File: config.mk
export PLATFORM = sky130hd
export DESIGN_NAME = verificador_linhas
export DESIGN_NICKNAME = d
export VERILOG_FILES = /design/src/rtl/verificador_linhas.sv
export SDC_FILE = /design/constraint.sdc
export NUM_CORES = 1
export LEC_CHECK = 0
export ABC_AREA = 1
export BUFFER_PORTS_ARGS = -buffer_cell sky130_fd_sc_hd__buf_4
export CORE_AREA = 2 2 84 86
export CTS_CLUSTER_SIZE = 12
export DETAILED_ROUTE_END_ITERATION = 16
export DIE_AREA = 0 0 86 88
export GPL_ROUTABILITY_DRIVEN = 0
export GPL_TIMING_DRIVEN = 1
export PLACE_DENSITY_LB_ADDON = 0.3
export REMOVE_ABC_BUFFERS = 1
export SYNTH_ARGS = -nofsm -noshare
export SYNTH_HDL_FRONTEND = slang
export SYNTH_SLANG_ARGS = --single-unit
File: constraint.sdc
create_clock -name clock -period 2.4 [get_ports clock]
set_input_delay 0.24 -clock clock [delete_from_list [all_inputs] [get_ports clock]]
set_output_delay 0.24 -clock clock [all_outputs]
set_load 0.03 [all_outputs]
File: src/rtl/verificador_linhas.sv
// ----------------------------------------------------------------------------
// verificador_linhas
//
// Scans one 3x3 tic-tac-toe board stored in the board-state RAM and reports
// whether it is won, drawn or still open. The block reads the nine cells
// sequentially (base..base+8, row-major, address wrapping modulo 2^ADDR_W),
// caches them, then evaluates the eight win lines one per cycle. The first
// winning line stops the scan.
//
// Handshake: a scan is accepted on any rising clock edge where iniciar=1 and
// the block is idle (ocupado=0). While ocupado=1, iniciar is ignored and not
// queued. Completion is a single-cycle pronto pulse; vencedor/empate/linha
// are valid from that cycle and hold until the next accepted iniciar.
//
// Ports:
//   clock       in   system clock, rising edge
//   reset       in   asynchronous reset, active low
//   iniciar     in   start request (only sampled while idle)
//   base        in   address of cell 0 of the board, latched on acceptance
//   rd_en       out  board RAM read strobe
//   endereco    out  board RAM read address (holds when rd_en=0)
//   rd_data     in   RAM read data, valid one cycle after rd_en
//   ocupado     out  high whenever a scan is in progress (incl. final cycle)
//   pronto      out  one-cycle completion pulse
//   vencedor    out  00 none, 01 player 1, 10 player 2
//   empate      out  board full with no winner
//   linha       out  index of the winning line (0 when no winner)
//   estado_dbg  out  current FSM state, for observation only
// ----------------------------------------------------------------------------
module verificador_linhas #(
    parameter int ADDR_W = 7
) (
    input  logic              clock,
    input  logic              reset,
    input  logic              iniciar,
    input  logic [ADDR_W-1:0] base,
    output logic              rd_en,
    output logic [ADDR_W-1:0] endereco,
    input  logic [1:0]        rd_data,
    output logic              ocupado,
    output logic              pronto,
    output logic [1:0]        vencedor,
    output logic              empate,
    output logic [2:0]        linha,
    output logic [2:0]        estado_dbg
);

    typedef enum logic [2:0] {
        OCIOSO = 3'd0,
        LE     = 3'd1,
        ESPERA = 3'd2,
        AVALIA = 3'd3,
        FIM    = 3'd4
    } estado_t;

    estado_t           estado_q;
    logic [3:0]        idx_q;
    logic [2:0]        j_q;
    logic [1:0]        cell_q [9];
    logic              rd_en_q;
    logic [ADDR_W-1:0] endereco_q;
    logic              pronto_q;
    logic [1:0]        vencedor_q;
    logic              empate_q;
    logic [2:0]        linha_q;

    // Cell indices of the line currently under evaluation.
    logic [3:0] ia_d, ib_d, ic_d;
    logic [1:0] ca_d, cb_d, cc_d;
    logic       ganha_d;
    logic       cheio_d;

    always_comb begin
        ia_d = 4'd0;
        ib_d = 4'd1;
        ic_d = 4'd2;
        case (j_q)
            3'd0: begin ia_d = 4'd0; ib_d = 4'd1; ic_d = 4'd2; end
            3'd1: begin ia_d = 4'd3; ib_d = 4'd4; ic_d = 4'd5; end
            3'd2: begin ia_d = 4'd6; ib_d = 4'd7; ic_d = 4'd8; end
            3'd3: begin ia_d = 4'd0; ib_d = 4'd3; ic_d = 4'd6; end
            3'd4: begin ia_d = 4'd1; ib_d = 4'd4; ic_d = 4'd7; end
            3'd5: begin ia_d = 4'd2; ib_d = 4'd5; ic_d = 4'd8; end
            3'd6: begin ia_d = 4'd0; ib_d = 4'd4; ic_d = 4'd8; end
            default: begin ia_d = 4'd2; ib_d = 4'd4; ic_d = 4'd6; end
        endcase
        ca_d = cell_q[ia_d];
        cb_d = cell_q[ib_d];
        cc_d = cell_q[ic_d];
        // A player code has exactly one bit set; 00 and 11 can never win.
        ganha_d = (ca_d == cb_d) && (cb_d == cc_d) && (ca_d[0] ^ ca_d[1]);
    end

    // Board is full only if every cell holds a player code (11 counts as empty).
    always_comb begin
        cheio_d = 1'b1;
        for (int k = 0; k < 9; k++) begin
            cheio_d = cheio_d & (cell_q[k][0] ^ cell_q[k][1]);
        end
    end

    always_ff @(posedge clock or negedge reset) begin
        if (!reset) begin
            estado_q   <= OCIOSO;
            idx_q      <= 4'd0;
            j_q        <= 3'd0;
            rd_en_q    <= 1'b0;
            endereco_q <= '0;
            pronto_q   <= 1'b0;
            vencedor_q <= 2'b00;
            empate_q   <= 1'b0;
            linha_q    <= 3'd0;
            for (int k = 0; k < 9; k++) begin
                cell_q[k] <= 2'b00;
            end
        end else begin
            pronto_q <= 1'b0;
            case (estado_q)
                OCIOSO: begin
                    if (iniciar) begin
                        // First read is issued in the very next cycle.
                        endereco_q <= base;
                        rd_en_q    <= 1'b1;
                        idx_q      <= 4'd0;
                        vencedor_q <= 2'b00;
                        empate_q   <= 1'b0;
                        linha_q    <= 3'd0;
                        estado_q   <= LE;
                    end
                end
                LE: begin
                    // Data for the read issued last cycle arrives now.
                    if (idx_q != 4'd0) begin
                        cell_q[idx_q - 4'd1] <= rd_data;
                    end
                    if (idx_q == 4'd8) begin
                        rd_en_q  <= 1'b0;
                        estado_q <= ESPERA;
                    end else begin
                        idx_q      <= idx_q + 4'd1;
                        endereco_q <= endereco_q + 1'b1;
                    end
                end
                ESPERA: begin
                    cell_q[8] <= rd_data;
                    j_q       <= 3'd0;
                    estado_q  <= AVALIA;
                end
                AVALIA: begin
                    if (ganha_d) begin
                        vencedor_q <= ca_d;
                        linha_q    <= j_q;
                        pronto_q   <= 1'b1;
                        estado_q   <= FIM;
                    end else if (j_q == 3'd7) begin
                        empate_q <= cheio_d;
                        pronto_q <= 1'b1;
                        estado_q <= FIM;
                    end else begin
                        j_q <= j_q + 3'd1;
                    end
                end
                FIM: begin
                    estado_q <= OCIOSO;
                end
                default: begin
                    estado_q <= OCIOSO;
                end
            endcase
        end
    end

    assign rd_en      = rd_en_q;
    assign endereco   = endereco_q;
    assign ocupado    = (estado_q != OCIOSO);
    assign pronto     = pronto_q;
    assign vencedor   = vencedor_q;
    assign empate     = empate_q;
    assign linha      = linha_q;
    assign estado_dbg = estado_q;

endmodule

==> out/metrics.cfg <==
[synth]
synth_area_leaders=sky130_fd_sc_hd__dfrtp_1 (37%), sky130_fd_sc_hd__nand2_1 (17%), sky130_fd_sc_hd__inv_1 (6.7%)
synth.cell_area_um2=2900
postSynthAreaPerCell_um2=6.99
ys_async_sr_fraction=1.00
post-synth-top-area-cell=sky130_fd_sc_hd__dfrtp_1
synth.top_cell.area_share=0.371
yosys_warnings=0
synthesis.instances=415
post-synth-top-count-cell=sky130_fd_sc_hd__nand2_1
synth-seq-cells=43
yosysUniqueCellTypes=34
synth_seq_area_share=0.371
synth-edff-count=0
synth_flop_cell=sky130_fd_sc_hd__dfrtp_1
post_synth_top_cells=sky130_fd_sc_hd__nand2_1 (131), sky130_fd_sc_hd__inv_1 (52), sky130_fd_sc_hd__dfrtp_1 (43), sky130_fd_sc_hd__nor2_1 (40), sky130_fd_sc_hd__nand3_1 (37)

[detailed_routing]
dr.first_iter.drc_count=228
wl_met1_um=3370
ant_nets=0
route.detailed.vias_per_inst=5.22
met3RoutedLength_um=246
top_layer_used=met4
met2RoutedLength_um=3470
drt_drc_violations_left=0
route.vias.total=2802
avgRoutedWirePerCell_um=13.4
first_pass_iters=5
total_routed_length_um=7180

[flow_run]
maxCapViolations=0

[sta]
number_of_pins_exceeding_their_max_slew_limit_in_the_final_report=0
timing.hold.ws_ps=204
fin_crit_ps=2260
max_slew.worst_pin.slew_ps=548
skew_ps=9.80
final_hold_viol_count=0
setup_total_negative_slack_ps=0
max_slew_margin=0.635
post-route-period-util=0.940
max_freq_mhz=443
timing.final.setup_violations=0

[cts]
clock_insertion_delay_worst_skew_ps=300
cts-buffers-inserted=5
clock_sink_count=43
clock_tree.buffer_depth=2
cts.reportedPaths.clkPinSlew_ps=90
tritoncts=yes
cts-htree-levels=2
root_buffer=sky130_fd_sc_hd__clkbuf_8

[power]
power.switching_mw=2.71
share_comb_of_total_power=0.622
ir_drop_uv=599
cellPowerDensity_nw_per_um2=1530
cellLeakagePower_nw=1.81
power.share.switching=0.507
clock_power_share=0.125
share_of_total_power_in_sequential_cells=0.253
internal-power_mw=2.64

[floorplan]
die-height_um=88
coreArea_um2=6640
start_util=0.436
io_pins=31
std_cell_rows=30
die_w_um=86
design.die.area_um2=7570

[cells_and_area]
fillers=628
layout.core_utilization=0.527
design.final.nets=482
num_antenna_cells=0
ratio_of_cells_with_drive_above_1_in_the_final_layout=0.175
p_r_area_growth_vs_syn_pct=20.7

[status]
outcome=finished clean

[critical_path]
crit_arrival_ps=2500
critPathLaunchType=flip-flop
timing.critical_path.to_type=flip-flop
r2r.worst_path.cells=15
path_class=reg -> reg
worstPathRequired_ps=2640
crit_fanout=5

[min_path]
hold_class=in -> reg
hold-path-cell-count=3

[global_routing]
grt.total_usage=0.195
grt_antenna_before_repair=0
grt_pass1_wl_um=11800
grt_overflow_total=0
grt_max_degree=44
grt_pass1_vias=2550

[place]
port_buffers=30
hpwl_after_detailed_placement_um=5350

## layout by cell type, fill, tap and decap left out, types with 2 or more instances in the layout
master,count
sky130_fd_sc_hd__a31oi_1,4
sky130_fd_sc_hd__buf_4,36
sky130_fd_sc_hd__o21ai_0,26
sky130_fd_sc_hd__a21oi_1,11
sky130_fd_sc_hd__bufinv_16,2
sky130_fd_sc_hd__inv_2,7
sky130_fd_sc_hd__o22ai_1,3
sky130_fd_sc_hd__a21oi_2,2
sky130_fd_sc_hd__dfrtp_1,41
sky130_fd_sc_hd__nand3_1,34
sky130_fd_sc_hd__dfrtp_2,2
sky130_fd_sc_hd__nand2_2,6
sky130_fd_sc_hd__nand4_1,8
sky130_fd_sc_hd__clkbuf_8,5
sky130_fd_sc_hd__nor2_2,2
sky130_fd_sc_hd__nand2_4,5
sky130_fd_sc_hd__nand2_1,127
sky130_fd_sc_hd__nand3_2,2
sky130_fd_sc_hd__xnor2_1,3
sky130_fd_sc_hd__nor2_1,39
sky130_fd_sc_hd__ha_4,3
sky130_fd_sc_hd__xor2_1,7
sky130_fd_sc_hd__inv_1,49
sky130_fd_sc_hd__nand3_4,4
sky130_fd_sc_hd__nor3_1,4
sky130_fd_sc_hd__ha_1,10
## power groups by stage
stage	clock network [mW]	logic, mW	registers, mW
after floorplan	0	2.09	1.51
after global placement	0	3.05	1.34
after detailed placement	0	3.09	1.35
after CTS	0.687	3.12	1.34
after global routing	0.715	3.74	1.40
final	0.669	3.33	1.35
## metal layers
metal	global-route usage	vias to the layer above
met3	0.0358	11
met5	0	-
li1	-	1405
met1	0.274	1317
met4	0.0534	0
met2	0.308	69
## flip-flops by register name, summed over array words and instances (netlist names)
signal / flops
vencedor: 2
pronto: 1
rd_en: 1
endereco: 7
empate: 1
estado_dbg: 3
idx_q: 4
cell_q: 18
linha: 3
j_q: 3
## logic make-up after synthesis
logic type | after synthesis | synth area share
buffers and inverters | 60 | 0.0803
adders and majority gates | 14 | 0.0604
AOI/OAI and AO/OA | 52 | 0.0984
and+or+nand+nor | 236 | 0.360
xor gates and xnor gates | 10 | 0.0302
DFF | 43 | 0.371
## layout make-up
class	instances	area, um^2	share of cell area
multi-input combinational	312	1690	0.484
sequential	43	1080	0.308
inverter	57	214	0.0612
timing repair buffer	37	280	0.0801
clock inverter	2	60.1	0.0172
tap	80	100	0.0286
clock buffer	6	72.6	0.0207
## critical path, cell delays in order (launching register included)
cell	delay, ps
sky130_fd_sc_hd__dfrtp_2	470
sky130_fd_sc_hd__ha_2	220
sky130_fd_sc_hd__ha_1	190
sky130_fd_sc_hd__inv_2	120
sky130_fd_sc_hd__nand3_4	100
sky130_fd_sc_hd__a21oi_2	170
sky130_fd_sc_hd__nand2_1	100
sky130_fd_sc_hd__nand3_2	110
sky130_fd_sc_hd__nand3_1	90
sky130_fd_sc_hd__nor2_2	130
sky130_fd_sc_hd__nand2_2	110
sky130_fd_sc_hd__nand2_1	100
sky130_fd_sc_hd__nand2_2	100
sky130_fd_sc_hd__nand2_4	90
sky130_fd_sc_hd__nand2_1	50
sky130_fd_sc_hd__nand2_1	70
## path summary, 6_finish.rpt
kind / from / to / slack [ps]
worst max-delay path: j_q[0]$_DFFE_PN0P_ / j_q[2]$_DFFE_PN0P_ / 140
worst min-delay path: base[2] / endereco[2]$_DFFE_PN0P_ / 200
worst max register to register: j_q[0]$_DFFE_PN0P_ / j_q[2]$_DFFE_PN0P_ / 140
worst min register to register: linha[0]$_DFFE_PN0P_ / linha[0]$_DFFE_PN0P_ / 480
max in group asynchronous: reset / j_q[1]$_DFFE_PN0P_ / 1530
min in group asynchronous: reset / cell_q[5]$_DFFE_PN0P_ / 470
## through the flow
step,area (um^2),total power [mW],worst slack [ps],cells
6_report,3500,5.35,145,537
5_1_grt,3500,5.86,-37.3,537
4_1_cts,3380,5.15,18.2,534
3_5_place_dp,3230,4.44,-22.9,525
3_3_place_gp,3230,4.40,-20.5,525
2_1_floorplan,2880,3.60,320,412
## timing repair
action	4_1_cts	5_1_grt
setup endpoints to repair	6	13
endpoints found under the hold margin	43	0
gates resized for setup	2	25
buffers inserted	0	3
hold buffers	1	0
pin swaps	0	3
Note: power is estimated with default switching activity, not from simulation.
